--- src/rtl/spmv_row_accumulator.sv ---
// Row accumulator for one SpMV merge-network lane: merges consecutive beats with
// the same row id into a signed sum and emits one (id, sum, count) record per row run.
module spmv_row_accumulator #(
    parameter int IN_WIDTH  = 60,
    parameter int ID_WIDTH  = 13,
    parameter int ACC_WIDTH = 64,
    parameter int CNT_WIDTH = 16
) (
    input  logic                        clk,
    input  logic                        rst_n,
    input  logic [ID_WIDTH-1:0]         in_id,
    input  logic signed [IN_WIDTH-1:0]  in_val,
    input  logic                        in_last,
    input  logic                        in_valid,
    output logic                        in_ready,
    output logic [ID_WIDTH-1:0]         out_id,
    output logic signed [ACC_WIDTH-1:0] out_val,
    output logic [CNT_WIDTH-1:0]        out_cnt,
    output logic                        out_valid,
    input  logic                        out_ready
);

    typedef enum logic [1:0] {
        IDLE  = 2'd0,
        ACCUM = 2'd1,
        DRAIN = 2'd2
    } state_t;

    state_t                 r_state;
    state_t                 w_state_nxt;

    logic [ID_WIDTH-1:0]         r_hold_id;
    logic signed [ACC_WIDTH-1:0] r_hold_acc;
    logic [CNT_WIDTH-1:0]        r_hold_cnt;
    logic [ID_WIDTH-1:0]         w_hold_id_nxt;
    logic signed [ACC_WIDTH-1:0] w_hold_acc_nxt;
    logic [CNT_WIDTH-1:0]        w_hold_cnt_nxt;

    logic [ID_WIDTH-1:0]         r_out_id;
    logic signed [ACC_WIDTH-1:0] r_out_val;
    logic [CNT_WIDTH-1:0]        r_out_cnt;
    logic                        r_out_valid;
    logic [ID_WIDTH-1:0]         w_out_id_nxt;
    logic signed [ACC_WIDTH-1:0] w_out_val_nxt;
    logic [CNT_WIDTH-1:0]        w_out_cnt_nxt;
    logic                        w_out_we;

    logic                        w_slot_free;
    logic                        w_accept;
    logic                        w_same_id;
    logic signed [ACC_WIDTH-1:0] w_beat;
    logic signed [ACC_WIDTH-1:0] w_sum;

    function automatic logic signed [ACC_WIDTH-1:0] sext_val(input logic signed [IN_WIDTH-1:0] v);
        return ACC_WIDTH'(v);
    endfunction

    function automatic logic [CNT_WIDTH-1:0] sat_inc(input logic [CNT_WIDTH-1:0] c);
        return (&c) ? c : c + CNT_WIDTH'(1);
    endfunction

    assign w_slot_free = !r_out_valid || out_ready;
    assign in_ready    = (r_state != DRAIN) && w_slot_free;
    assign w_accept    = in_valid && in_ready;
    assign w_same_id   = (in_id == r_hold_id);
    assign w_beat      = sext_val(in_val);
    assign w_sum       = r_hold_acc + w_beat;

    always_comb begin
        w_state_nxt    = r_state;
        w_hold_id_nxt  = r_hold_id;
        w_hold_acc_nxt = r_hold_acc;
        w_hold_cnt_nxt = r_hold_cnt;
        w_out_we       = 1'b0;
        w_out_id_nxt   = r_out_id;
        w_out_val_nxt  = r_out_val;
        w_out_cnt_nxt  = r_out_cnt;

        case (r_state)
            IDLE: begin
                if (w_accept) begin
                    if (in_last) begin
                        w_out_we      = 1'b1;
                        w_out_id_nxt  = in_id;
                        w_out_val_nxt = w_beat;
                        w_out_cnt_nxt = CNT_WIDTH'(1);
                    end else begin
                        w_hold_id_nxt  = in_id;
                        w_hold_acc_nxt = w_beat;
                        w_hold_cnt_nxt = CNT_WIDTH'(1);
                        w_state_nxt    = ACCUM;
                    end
                end
            end
            ACCUM: begin
                if (w_accept) begin
                    if (w_same_id && !in_last) begin
                        w_hold_acc_nxt = w_sum;
                        w_hold_cnt_nxt = sat_inc(r_hold_cnt);
                    end else if (w_same_id) begin
                        w_out_we       = 1'b1;
                        w_out_id_nxt   = r_hold_id;
                        w_out_val_nxt  = w_sum;
                        w_out_cnt_nxt  = sat_inc(r_hold_cnt);
                        w_hold_id_nxt  = '0;
                        w_hold_acc_nxt = '0;
                        w_hold_cnt_nxt = '0;
                        w_state_nxt    = IDLE;
                    end else begin
                        // Id change closes the held run; the new beat starts the next one.
                        w_out_we       = 1'b1;
                        w_out_id_nxt   = r_hold_id;
                        w_out_val_nxt  = r_hold_acc;
                        w_out_cnt_nxt  = r_hold_cnt;
                        w_hold_id_nxt  = in_id;
                        w_hold_acc_nxt = w_beat;
                        w_hold_cnt_nxt = CNT_WIDTH'(1);
                        w_state_nxt    = in_last ? DRAIN : ACCUM;
                    end
                end
            end
            DRAIN: begin
                if (w_slot_free) begin
                    w_out_we       = 1'b1;
                    w_out_id_nxt   = r_hold_id;
                    w_out_val_nxt  = r_hold_acc;
                    w_out_cnt_nxt  = r_hold_cnt;
                    w_hold_id_nxt  = '0;
                    w_hold_acc_nxt = '0;
                    w_hold_cnt_nxt = '0;
                    w_state_nxt    = IDLE;
                end
            end
            default: begin
                w_state_nxt = IDLE;
            end
        endcase
    end

    always_ff @(posedge clk or negedge rst_n) begin
        if (!rst_n) begin
            r_state     <= IDLE;
            r_hold_id   <= '0;
            r_hold_acc  <= '0;
            r_hold_cnt  <= '0;
            r_out_id    <= '0;
            r_out_val   <= '0;
            r_out_cnt   <= '0;
            r_out_valid <= 1'b0;
        end else begin
            r_state    <= w_state_nxt;
            r_hold_id  <= w_hold_id_nxt;
            r_hold_acc <= w_hold_acc_nxt;
            r_hold_cnt <= w_hold_cnt_nxt;
            r_out_id   <= w_out_id_nxt;
            r_out_val  <= w_out_val_nxt;
            r_out_cnt  <= w_out_cnt_nxt;
            // A fresh record overrides the clear from a same-cycle transfer.
            if (w_out_we) begin
                r_out_valid <= 1'b1;
            end else if (out_ready) begin
                r_out_valid <= 1'b0;
            end
        end
    end

    assign out_id    = r_out_id;
    assign out_val   = r_out_val;
    assign out_cnt   = r_out_cnt;
    assign out_valid = r_out_valid;

endmodule

--- config.mk ---
export PLATFORM = sky130hd
export DESIGN_NAME = spmv_row_accumulator
export DESIGN_NICKNAME = d
export VERILOG_FILES = /design/src/rtl/spmv_row_accumulator.sv
export SDC_FILE = /design/constraint.sdc
export NUM_CORES = 1
export LEC_CHECK = 0
export BUFFER_PORTS_ARGS = -buffer_cell sky130_fd_sc_hd__buf_2
export CAP_MARGIN = 30
export CORE_ASPECT_RATIO = 1.4
export CORE_MARGIN = 3
export CORE_UTILIZATION = 54
export CTS_CLUSTER_DIAMETER = 40
export DETAILED_ROUTE_END_ITERATION = 8
export HOLD_SLACK_MARGIN = 0.1
export PLACE_DENSITY_LB_ADDON = 0.25
export SETUP_SLACK_MARGIN = 0.5
export SLEW_MARGIN = 20
export SYNTH_ARGS = -nofsm -noshare
export SYNTH_HDL_FRONTEND = slang
export SYNTH_SLANG_ARGS = --single-unit
export TNS_END_PERCENT = 1
--- constraint.sdc ---
create_clock -name clk -period 3.1 [get_ports clk]
set_input_delay 0.465 -clock clk [delete_from_list [all_inputs] [get_ports clk]]
set_output_delay 0.465 -clock clk [all_outputs]
set_load 0.1 [all_outputs]
**Yosys cells after proc, flatten, opt, wreduce, memory -nomap -nowiden**

Cells that the tools add are included.
Widths: inputs -> output; s select.

- Register bits: 189
- Bits in latches: 0
- RAM bits: 0
- Memory bits (read-only): 0
- Input bits: 78
- Output and inout bits: 95
- Logic and storage cells: 92
- Memories: 0

- Add/sub/neg operators: 2
- Multiply operators: 0
- Divide/modulo/power cells: 0
- Order comparisons: 0
- Equal/unequal tests: 10
- Shifts and indexed selects: 0
- Multiplexer cells: 58
- Bitwise logic cells: 0
- Reductions and logical operators: 14

Operators with widths:

| cell | count |
|---|---|
| $mux 64 | 12 |
| $pmux 64 s3 | 2 |
| $mux 16 | 12 |
| $mux 13 | 11 |
| $pmux 16 s3 | 2 |
| $pmux 13 s3 | 2 |
| $add 64x60->64 | 1 |
| $add 16x1->16 const B | 1 |
| $reduce_and 16->1 | 1 |
| $mux 2 | 7 |
| $ne 2x2->1 const B | 7 |
| $eq 13x13->1 | 1 |
| $reduce_and 6->1 | 2 |
| $reduce_and 5->1 | 2 |
| $mux 1 | 8 |
| $pmux 2 s3 | 1 |
| $logic_and 1x1->1 | 3 |
| $pmux 1 s3 | 1 |
| $reduce_bool 3->1 | 1 |
| $eq 2x1->1 const B | 1 |
| $eq 2x2->1 const B | 1 |
| $logic_not 1->1 | 2 |
| $logic_not 2->1 | 1 |
| $reduce_bool 2->1 | 1 |
| $logic_or 1x1->1 | 1 |

**Logic depth before layout (Yosys ltp)**

Gate-level depths: netlist of run 1.

- Depth in word-level cells: 7
- Depth in mapped cells: 14
- Mapped depth without buffers: 13

**Worst setup path after synthesis of run 1**

Ideal clock, no wire load.

- Kind: input port to flip-flop
- From: input in_val[0]
- To: register r_hold_acc[62]
- Arrival time: 3029 ps
- Data required time: 2966 ps
- Path slack: -63 ps
- Cell stages on the path: 13
- Buffers on the path: 0
- Cell sequence: ha_1 fa_1 a21o_1 a221oi_2 nor4_2 o31ai_1 or3_1 a21oi_1 o31ai_1 o21ai_0 xor2_1 nor2_1 o21ai_1

- Longest elaborated chain between the ends: 4

RTL lines:

| element | line | text |
|---|---|---|
| from (decl) | 12 | `input logic signed [IN_WIDTH-1:0] in_val,` |
| $add 64x60->64 | 67 | `assign w_sum = r_hold_acc + w_beat;` |
| $mux 64 | 97 | `if (w_same_id && !in_last) begin` |
| $mux 64 | 96 | `if (w_accept) begin` |
| $pmux 64 s3 | 79 | `case (r_state)` |
| to (signal assigned) | 153 | `r_hold_acc <= w_hold_acc_nxt;` |
| to (decl) | 33 | `logic signed [ACC_WIDTH-1:0] r_hold_acc;` |

Every way passes these cells. The select of a mux whose other input is x is not followed.
A chain may end at the register's enable or synchronous reset.

**Worst setup path in the final report of run 1**

- From: register r_hold_acc[33]
- To: register r_hold_acc[61]

- Longest elaborated chain between the ends: 4

RTL lines:

| element | line |
|---|---|
| $add 64x60->64 | 67 |
| $mux 64 | 97 |
| $mux 64 | 96 |
| $pmux 64 s3 | 79 |

Every way passes these cells. The select of a mux whose other input is x is not followed.

==> results of run 1 <==
## worst min-delay path: stages
cell     delay [ns]
buf_2          0.12
nand2_1        0.05
o21ai_0        0.06
## worst paths after layout
| path | cells after the start | startpoint | slack (ns) | end |
|---|---|---|---|---|
| min reg2reg | 2 | out_id[7]$_DFFE_PN0P_ | 0.48 | out_id[7]$_DFFE_PN0P_ |
| min | 3 | in_id[3] | 0.28 | r_hold_id[3]$_DFFE_PN0P_ |
| max in group asynchronous | 3 | rst_n | 1.72 | r_hold_cnt[5]$_DFFE_PN0P_ |
| max reg2reg | 12 | r_hold_acc[33]$_DFFE_PN0P_ | -0.15 | r_hold_acc[61]$_DFFE_PN0P_ |
| max | 12 | r_hold_acc[33]$_DFFE_PN0P_ | -0.15 | r_hold_acc[61]$_DFFE_PN0P_ |
| min in group asynchronous | 2 | rst_n | 0.58 | r_hold_id[8]$_DFFE_PN0P_ |
## placed cells by master, fill, tap and decap left out, types with 18 or more instances in the layout
cell | synthesis | layout
a21o_1 | 35 | 35
o21ai_1 | 9 | 44
nand4_1 | 20 | 20
a21oi_1 | 120 | 108
nor2_1 | 172 | 164
o211ai_1 | 18 | 18
xnor2_1 | 53 | 41
o21ai_0 | 194 | 134
nand2_1 | 243 | 219
buf_4 | 3 | 207
a221oi_2 | 1 | 28
inv_1 | 20 | 20
mux2i_1 | 33 | 32
a221oi_1 | 70 | 42
dfrtp_1 | 189 | 186
ha_1 | 68 | 49
and3_1 | 24 | 19
o21bai_1 | 19 | 18
o21ai_2 | 2 | 25
buf_2 | 13 | 170
nand3_1 | 26 | 23
nor3_1 | 46 | 42
## final cells by class
type	count	area, µm²
multi-input cells	1344	9430
fillers	1896	6600
flip-flops and latches	189	4730
repair buffers	405	2830
clock buffers	18	429
well taps	315	394
clock inverters	14	180
inverters	21	78.8
diodes	1	2.50
## timing repair
item,in CTS,in global routing
resized for setup,96,181
hold endpoints to repair,29,0
hold buffers,1,0
buffers inserted,1,10
pin swaps,119,108
endpoints found under the setup margin,138,183
## per-stage QoR
| stage | worst slack (ns) | std cells | cell area [µm²] |
|---|---|---|---|
| floorplan | 0.145 | 1668 | 13600 |
| global placement | -0.317 | 2262 | 16200 |
| detailed placement | -0.365 | 2262 | 16200 |
| CTS | -0.0474 | 2296 | 17200 |
| global route | -0.249 | 2307 | 18100 |
| finish | -0.146 | 2307 | 18100 |
## sequential cells by signal, summed over array words and instances (netlist names)
name,cells
out_cnt,16
out_id,13
out_val,64
out_valid,1
r_hold_acc,64
r_hold_cnt,16
r_hold_id,13
r_state,2
## cells by family after synthesis
kind of cell             after synthesis  share of synthesized area
AO/OA/AOI/OAI                        584                      0.282
XOR/XNOR                              75                     0.0484
flip-flops                           189                      0.349
buffers and inverters                135                     0.0420
adder cells (fa/ha/maj)               69                     0.0642
AND/OR/NAND/NOR                      582                      0.190
multiplexers                          34                     0.0252
## layer usage
layer  up-vias  part of all wire  wire [µm]
li1       6701                 -          -
met5         -           0.00028         13
met3       158             0.065       3070
met4         2             0.051       2400
met2       631              0.51      23800
met1      6974              0.38      17700
==> impl_metrics.py, run 1 <==
metrics = {
    "outcome": {
        "status": "finished, violations left",
        "violations": "setup timing",
    },
    "clock_tree": {
        "clk_latency_ns": 0.45,
        "clkTransAtPathRegs_ns": 0.07,
        "cts_tree": "done",
        "htreeDepth": 4,
        "cts_root_buffer": "clkbuf_16",
        "cts.sinks": 189,
        "cts_max_path_buffers": 2,
        "cts_buffers": 17,
    },
    "die": {
        "die-area_um2": 27100,
        "rows": 68,
        "coreArea_um2": 24700,
        "fp.dieW_um": 140,
        "die_h_um": 194,
        "initial_utilization": 0.550,
        "ioPinCount": 173,
    },
    "timing": {
        "period_share": 1.05,
        "clock_skew_ns": 0.0106,
        "fin_ws_ns": -0.146,
        "holdWs_ns": 0.283,
        "hold_viol_final": 0,
        "slew_headroom": 0.528,
        "fmax_ghz": 0.308,
        "rsz0062_at_grt": "true",
        "min_period_ns": 3.25,
        "setup_viol": 13,
        "tightest_slew_ns": 0.708,
        "setup_tns_ns": -0.974,
        "drv_slew": 0,
    },
    "final_layout": {
        "drive_above_1_share": 0.320,
        "finish.utilization": 0.733,
        "syn_to_final_growth_pct": 33.2,
        "nNetsFinal": 2125,
    },
    "grt": {
        "grtUsageMet2": 0.579,
        "top_usage_layer": "met2",
        "antenna_found_initial": 2,
        "grt_pass1_wl_mm": 73.9,
        "grt_pass1_vias": 14539,
        "overflow": 0,
        "grt_use_total": 0.333,
        "use_met3": 0.0453,
        "grt_max_degree": 76,
        "use_met1": 0.397,
    },
    "detailed_routing": {
        "final_antenna_net_count": 0,
        "dr.pass1.iters": 6,
        "routed_wl_mm": 47.0,
        "vias": 14466,
        "vias_per_cell": 6.27,
        "wl_per_cell_um": 20.4,
        "initialDrtViolationCount": 1300,
        "drc_errors": 0,
    },
    "worst_hold_path": {
        "hp-class": "in2reg",
    },
    "worst_setup_path": {
        "arrival_ns": 3.58,
        "crit_chain": "ha_4 > and4_4 > nand3_2 > or2_4 > nor4_4 > o311ai_4 > a21oi_2 > o21ai_4 > o41ai_4 > xnor2_2 > a21oi_2 > a211o_1",
        "cp.buffers_inverters": 0,
        "crit_path_max_fanout": 4,
        "cp_top_family": "compound AO/OA/AOI/OAI gates",
        "required_ns": 3.43,
        "slowest_stage": "dfrtp_1",
        "startpoint_type": "flip-flop",
        "crit_top_cell": "a21oi_2",
        "critPathKind": "reg2reg",
        "cpPeakStageDelay_ns": 0.44,
        "endpoint_kind": "flip-flop",
    },
    "synth": {
        "synth_seq_area_share": 0.349,
        "syn_area_um2": 13600,
        "ys_warn_count": 0,
        "synth_commonest_cells": "243 x nand2_1, 194 x o21ai_0, 189 x dfrtp_1",
        "post-synth-top-area-cell": "dfrtp_1",
        "synth_cell_types": 80,
        "async_flop_share": 1.00,
        "synth_top_area_frac": 0.349,
        "synth_cells": 1668,
        "yosys-top-cells-area": "dfrtp_1 35%, o21ai_0 7.2%, nand2_1 6.7%",
        "avgSynthCellArea_um2": 8.14,
        "synth-seq-cells": 189,
        "synth_nets": 1815,
        "synth_edf_count": 0,
        "synth_most_common_cell": "nand2_1",
        "synthFlopType": "dfrtp_1",
    },
    "placement": {
        "io_buffers": 172,
        "place.gp.congestion": 0.976,
        "dpl.hpwl_mm": 33.4,
    },
    "job": {
        "cap_viol_max_count": 0,
    },
}
Power of run 1 is not shown: default switching activity piles up to over one toggle a cycle in this logic, so the estimate is an artifact.
==> inputs of run 2 (changes only) <==
--- a/config.mk
+++ b/config.mk
@@ -5,11 +5,12 @@
 export SDC_FILE = /design/constraint.sdc
 export NUM_CORES = 1
 export LEC_CHECK = 0
+export ABC_AREA = 1
 export BUFFER_PORTS_ARGS = -buffer_cell sky130_fd_sc_hd__buf_2
 export CAP_MARGIN = 30
 export CORE_ASPECT_RATIO = 1.4
 export CORE_MARGIN = 3
-export CORE_UTILIZATION = 54
+export CORE_UTILIZATION = 55
 export CTS_CLUSTER_DIAMETER = 40
 export DETAILED_ROUTE_END_ITERATION = 8
 export HOLD_SLACK_MARGIN = 0.1
==> run 2 against run 1 <==
The flow now finishes without violations. Register-to-register slack improved by 0.67 ns. Non-clock buffer count decreased by 187. Final cell count increased by 53%. Critical endpoint is now r_hold_acc[10]$_DFFE_PN0P_. Highest routed layer is now met4. First-iteration DRC count increased by 13%. Synthesized cell count increased by 79%. Critical path depth decreased by 1. Clock-buffer cell count decreased by 1. Flip-flop and latch count unchanged.
==> impl_metrics.py, run 2 <==
metrics = {
    "worst_setup_path": {
        "arrival_ns": 2.95,
        "required_ns": 3.47,
        "startpoint_type": "flip-flop",
        "reg2regPathDepth": 11,
        "crit_chain": "inv_1 > ha_1 > nor2_4 > nand2_1 > a22oi_2 > buf_4 > nand2_4 > inv_1 > buf_4 > nand2_1 > o21ai_0",
        "slowest_stage": "inv_1",
        "crit_start": "r_state[0]$_DFFE_PN0P_",
        "endpoint_kind": "flip-flop",
        "rr_startpoint": "r_state[0]$_DFFE_PN0P_",
        "critPathKind": "reg2reg",
        "cpPeakStageDelay_ns": 0.49,
        "crit_path_max_fanout": 24,
    },
    "detailed_routing": {
        "vias": 19232,
        "vias_per_cell": 5.46,
        "drc_errors": 0,
        "wl_per_cell_um": 18.0,
        "dr.pass1.iters": 6,
        "final_antenna_net_count": 0,
        "initialDrtViolationCount": 1463,
        "routed_wl_mm": 63.6,
    },
    "placement": {
        "pre_cts_ws_ns": 0.167,
        "dpl.hpwl_mm": 49.1,
        "place.gp.congestion": 1.04,
        "place_inst": 3487,
        "io_buffers": 172,
    },
    "clock_tree": {
        "cts.sinks": 189,
        "cts_max_path_buffers": 2,
        "clkTransAtPathRegs_ns": 0.08,
        "cts_tree": "done",
        "cts_root_buffer": "clkbuf_16",
        "htreeDepth": 4,
        "cts_buffers": 17,
        "clk_latency_ns": 0.47,
    },
    "job": {
        "cap_viol_max_count": 0,
    },
    "power_and_ir_drop": {
        "pwr-share-seq": 0.173,
        "p_int_mw": 9.67,
        "leakage_nw": 11.3,
        "power_switching_mw": 15.3,
        "switching_share": 0.613,
        "power_frac_clock": 0.096,
        "p_per_area_nw_per_um2": 1280,
        "irDropWorstVdd_uv": 796,
        "comb_power_share": 0.731,
    },
    "grt": {
        "grt_use_total": 0.373,
        "overflow": 0,
        "grt_pass1_vias": 18935,
        "antenna_found_initial": 0,
        "grt_pass1_wl_mm": 98.8,
        "grt_max_degree": 73,
    },
    "timing": {
        "drv_slew": 0,
        "holdWs_ns": 0.278,
        "tightest_slew_ns": 0.970,
        "clock_skew_ns": 0.0175,
        "fmax_ghz": 0.388,
        "hold_viol_final": 0,
        "setup_viol": 0,
        "fin_ws_ns": 0.524,
        "period_share": 0.831,
        "min_period_ns": 2.58,
        "slew_headroom": 0.353,
        "setup_tns_ns": 0,
        "rsz0062_at_grt": "true",
    },
    "synth": {
        "synth_cell_types": 44,
        "synth_commonest_cells": "1211 x nand2_1, 545 x inv_1, 231 x nor2_1",
        "ys_warn_count": 0,
        "synth_most_common_cell": "nand2_1",
        "synth_nets": 3126,
        "synthFlopType": "dfrtp_1",
        "synth_edf_count": 0,
        "post-synth-top-area-cell": "dfrtp_1",
        "async_flop_share": 1.00,
        "avgSynthCellArea_um2": 5.80,
        "synth_seq_area_share": 0.274,
        "synth_top_area_frac": 0.274,
        "syn_area_um2": 17300,
        "synth_cells": 2979,
        "synth-seq-cells": 189,
        "yosys-top-cells-area": "dfrtp_1 27%, nand2_1 26%, inv_1 12%",
    },
    "final_layout": {
        "syn_to_final_growth_pct": 12.8,
        "final_common_cell": "nand2_1",
        "nNetsFinal": 3267,
        "final_cell_mix": "1193 x nand2_1, 545 x inv_1, 222 x nor2_1",
        "final_cell_count_no_fill": 3524,
        "drive_above_1_share": 0.102,
    },
    "die": {
        "rows": 76,
        "die-area_um2": 33600,
        "initial_utilization": 0.559,
        "coreArea_um2": 30900,
        "die_h_um": 216,
        "fp.dieW_um": 156,
        "ioPinCount": 173,
    },
    "worst_hold_path": {
        "hp-class": "in2reg",
        "whs_path_depth": 3,
        "hp-start": "in_id[2]",
    },
    "outcome": {
        "status": "completed",
    },
}
## run 2: area by class of cell
cell class	count	area, µm²
fillers	3006	11400
multi-input cells	2143	10200
flip-flops and latches	189	4730
inverters	551	2080
repair buffers	218	1380
well taps	390	488
clock buffers	17	425
clock inverters	15	189
diodes	1	2.50
## run 2: path summary, 6_finish.rpt
kind | endpoint | slack, ns
setup reg to reg | r_hold_acc[10]$_DFFE_PN0P_ | 0.52
min in group asynchronous | out_val[14]$_DFFE_PN0P_ | 0.56
max in group asynchronous | r_hold_acc[9]$_DFFE_PN0P_ | 1.70
hold reg to reg | out_cnt[14]$_DFFE_PN0P_ | 0.48
hold / removal | out_id[2]$_DFFE_PN0P_ | 0.28
setup / recovery | r_hold_acc[10]$_DFFE_PN0P_ | 0.52
## run 2: power groups by stage
stage          Clock [mW]  Combinational [mW]  Sequential, mW
6_report             2.39                18.3            4.31
5_1_grt              2.51                19.9            4.40
4_1_cts              2.42                17.9            4.28
3_5_place_dp            0                17.8            4.31
3_3_place_gp            0                17.3            4.28
2_1_floorplan           0                9.74            7.50
## run 2: logic make-up after synthesis
group,Yosys count,synth area share
fa+ha+maj,69,0.0504
simple gates,1638,0.373
buf+inv,647,0.146
xor+xnor,49,0.0248
flops,189,0.274
compound gates,387,0.132
## run 2: what timing repair did
action / CTS / global route
hold buffers: 1 / 0
endpoints found under the setup margin: 45 / 139
endpoints found under the hold margin: 69 / 0
buffers inserted: 0 / 3
gates resized for setup: 5 / 46
pin swaps: 0 / 2
## run 2: worst max-delay path, delay by kind of cell (launching register included)
kind | cells | cell delay [ns]
compound gates | 2 | 0.28
fa+ha+maj | 1 | 0.27
buf+inv | 4 | 1.04
simple gates | 4 | 0.47
flops | 1 | 0.41
## run 2: through the flow
step / instance area (µm²) / total power [mW] / util
after floorplan: 17300 / 17.2 / -
after global placement: 18600 / 21.6 / 0.603
after detailed placement: 18700 / 22.1 / 0.605
after CTS: 19300 / 24.6 / 0.626
after global routing: 19500 / 26.8 / 0.631
final: 19500 / 25.0 / 0.631
## run 2: routing by layer
| layer | vias up | track usage | share of wire |
|---|---|---|---|
| met5 | - | 0 | 0 |
| met4 | 0 | 0.225 | 0.065 |
| met3 | 237 | 0.0481 | 0.059 |
| met2 | 798 | 0.665 | 0.51 |
| met1 | 8803 | 0.417 | 0.37 |
| li1 | 9394 | - | - |
(Power assumes the default switching activity.)
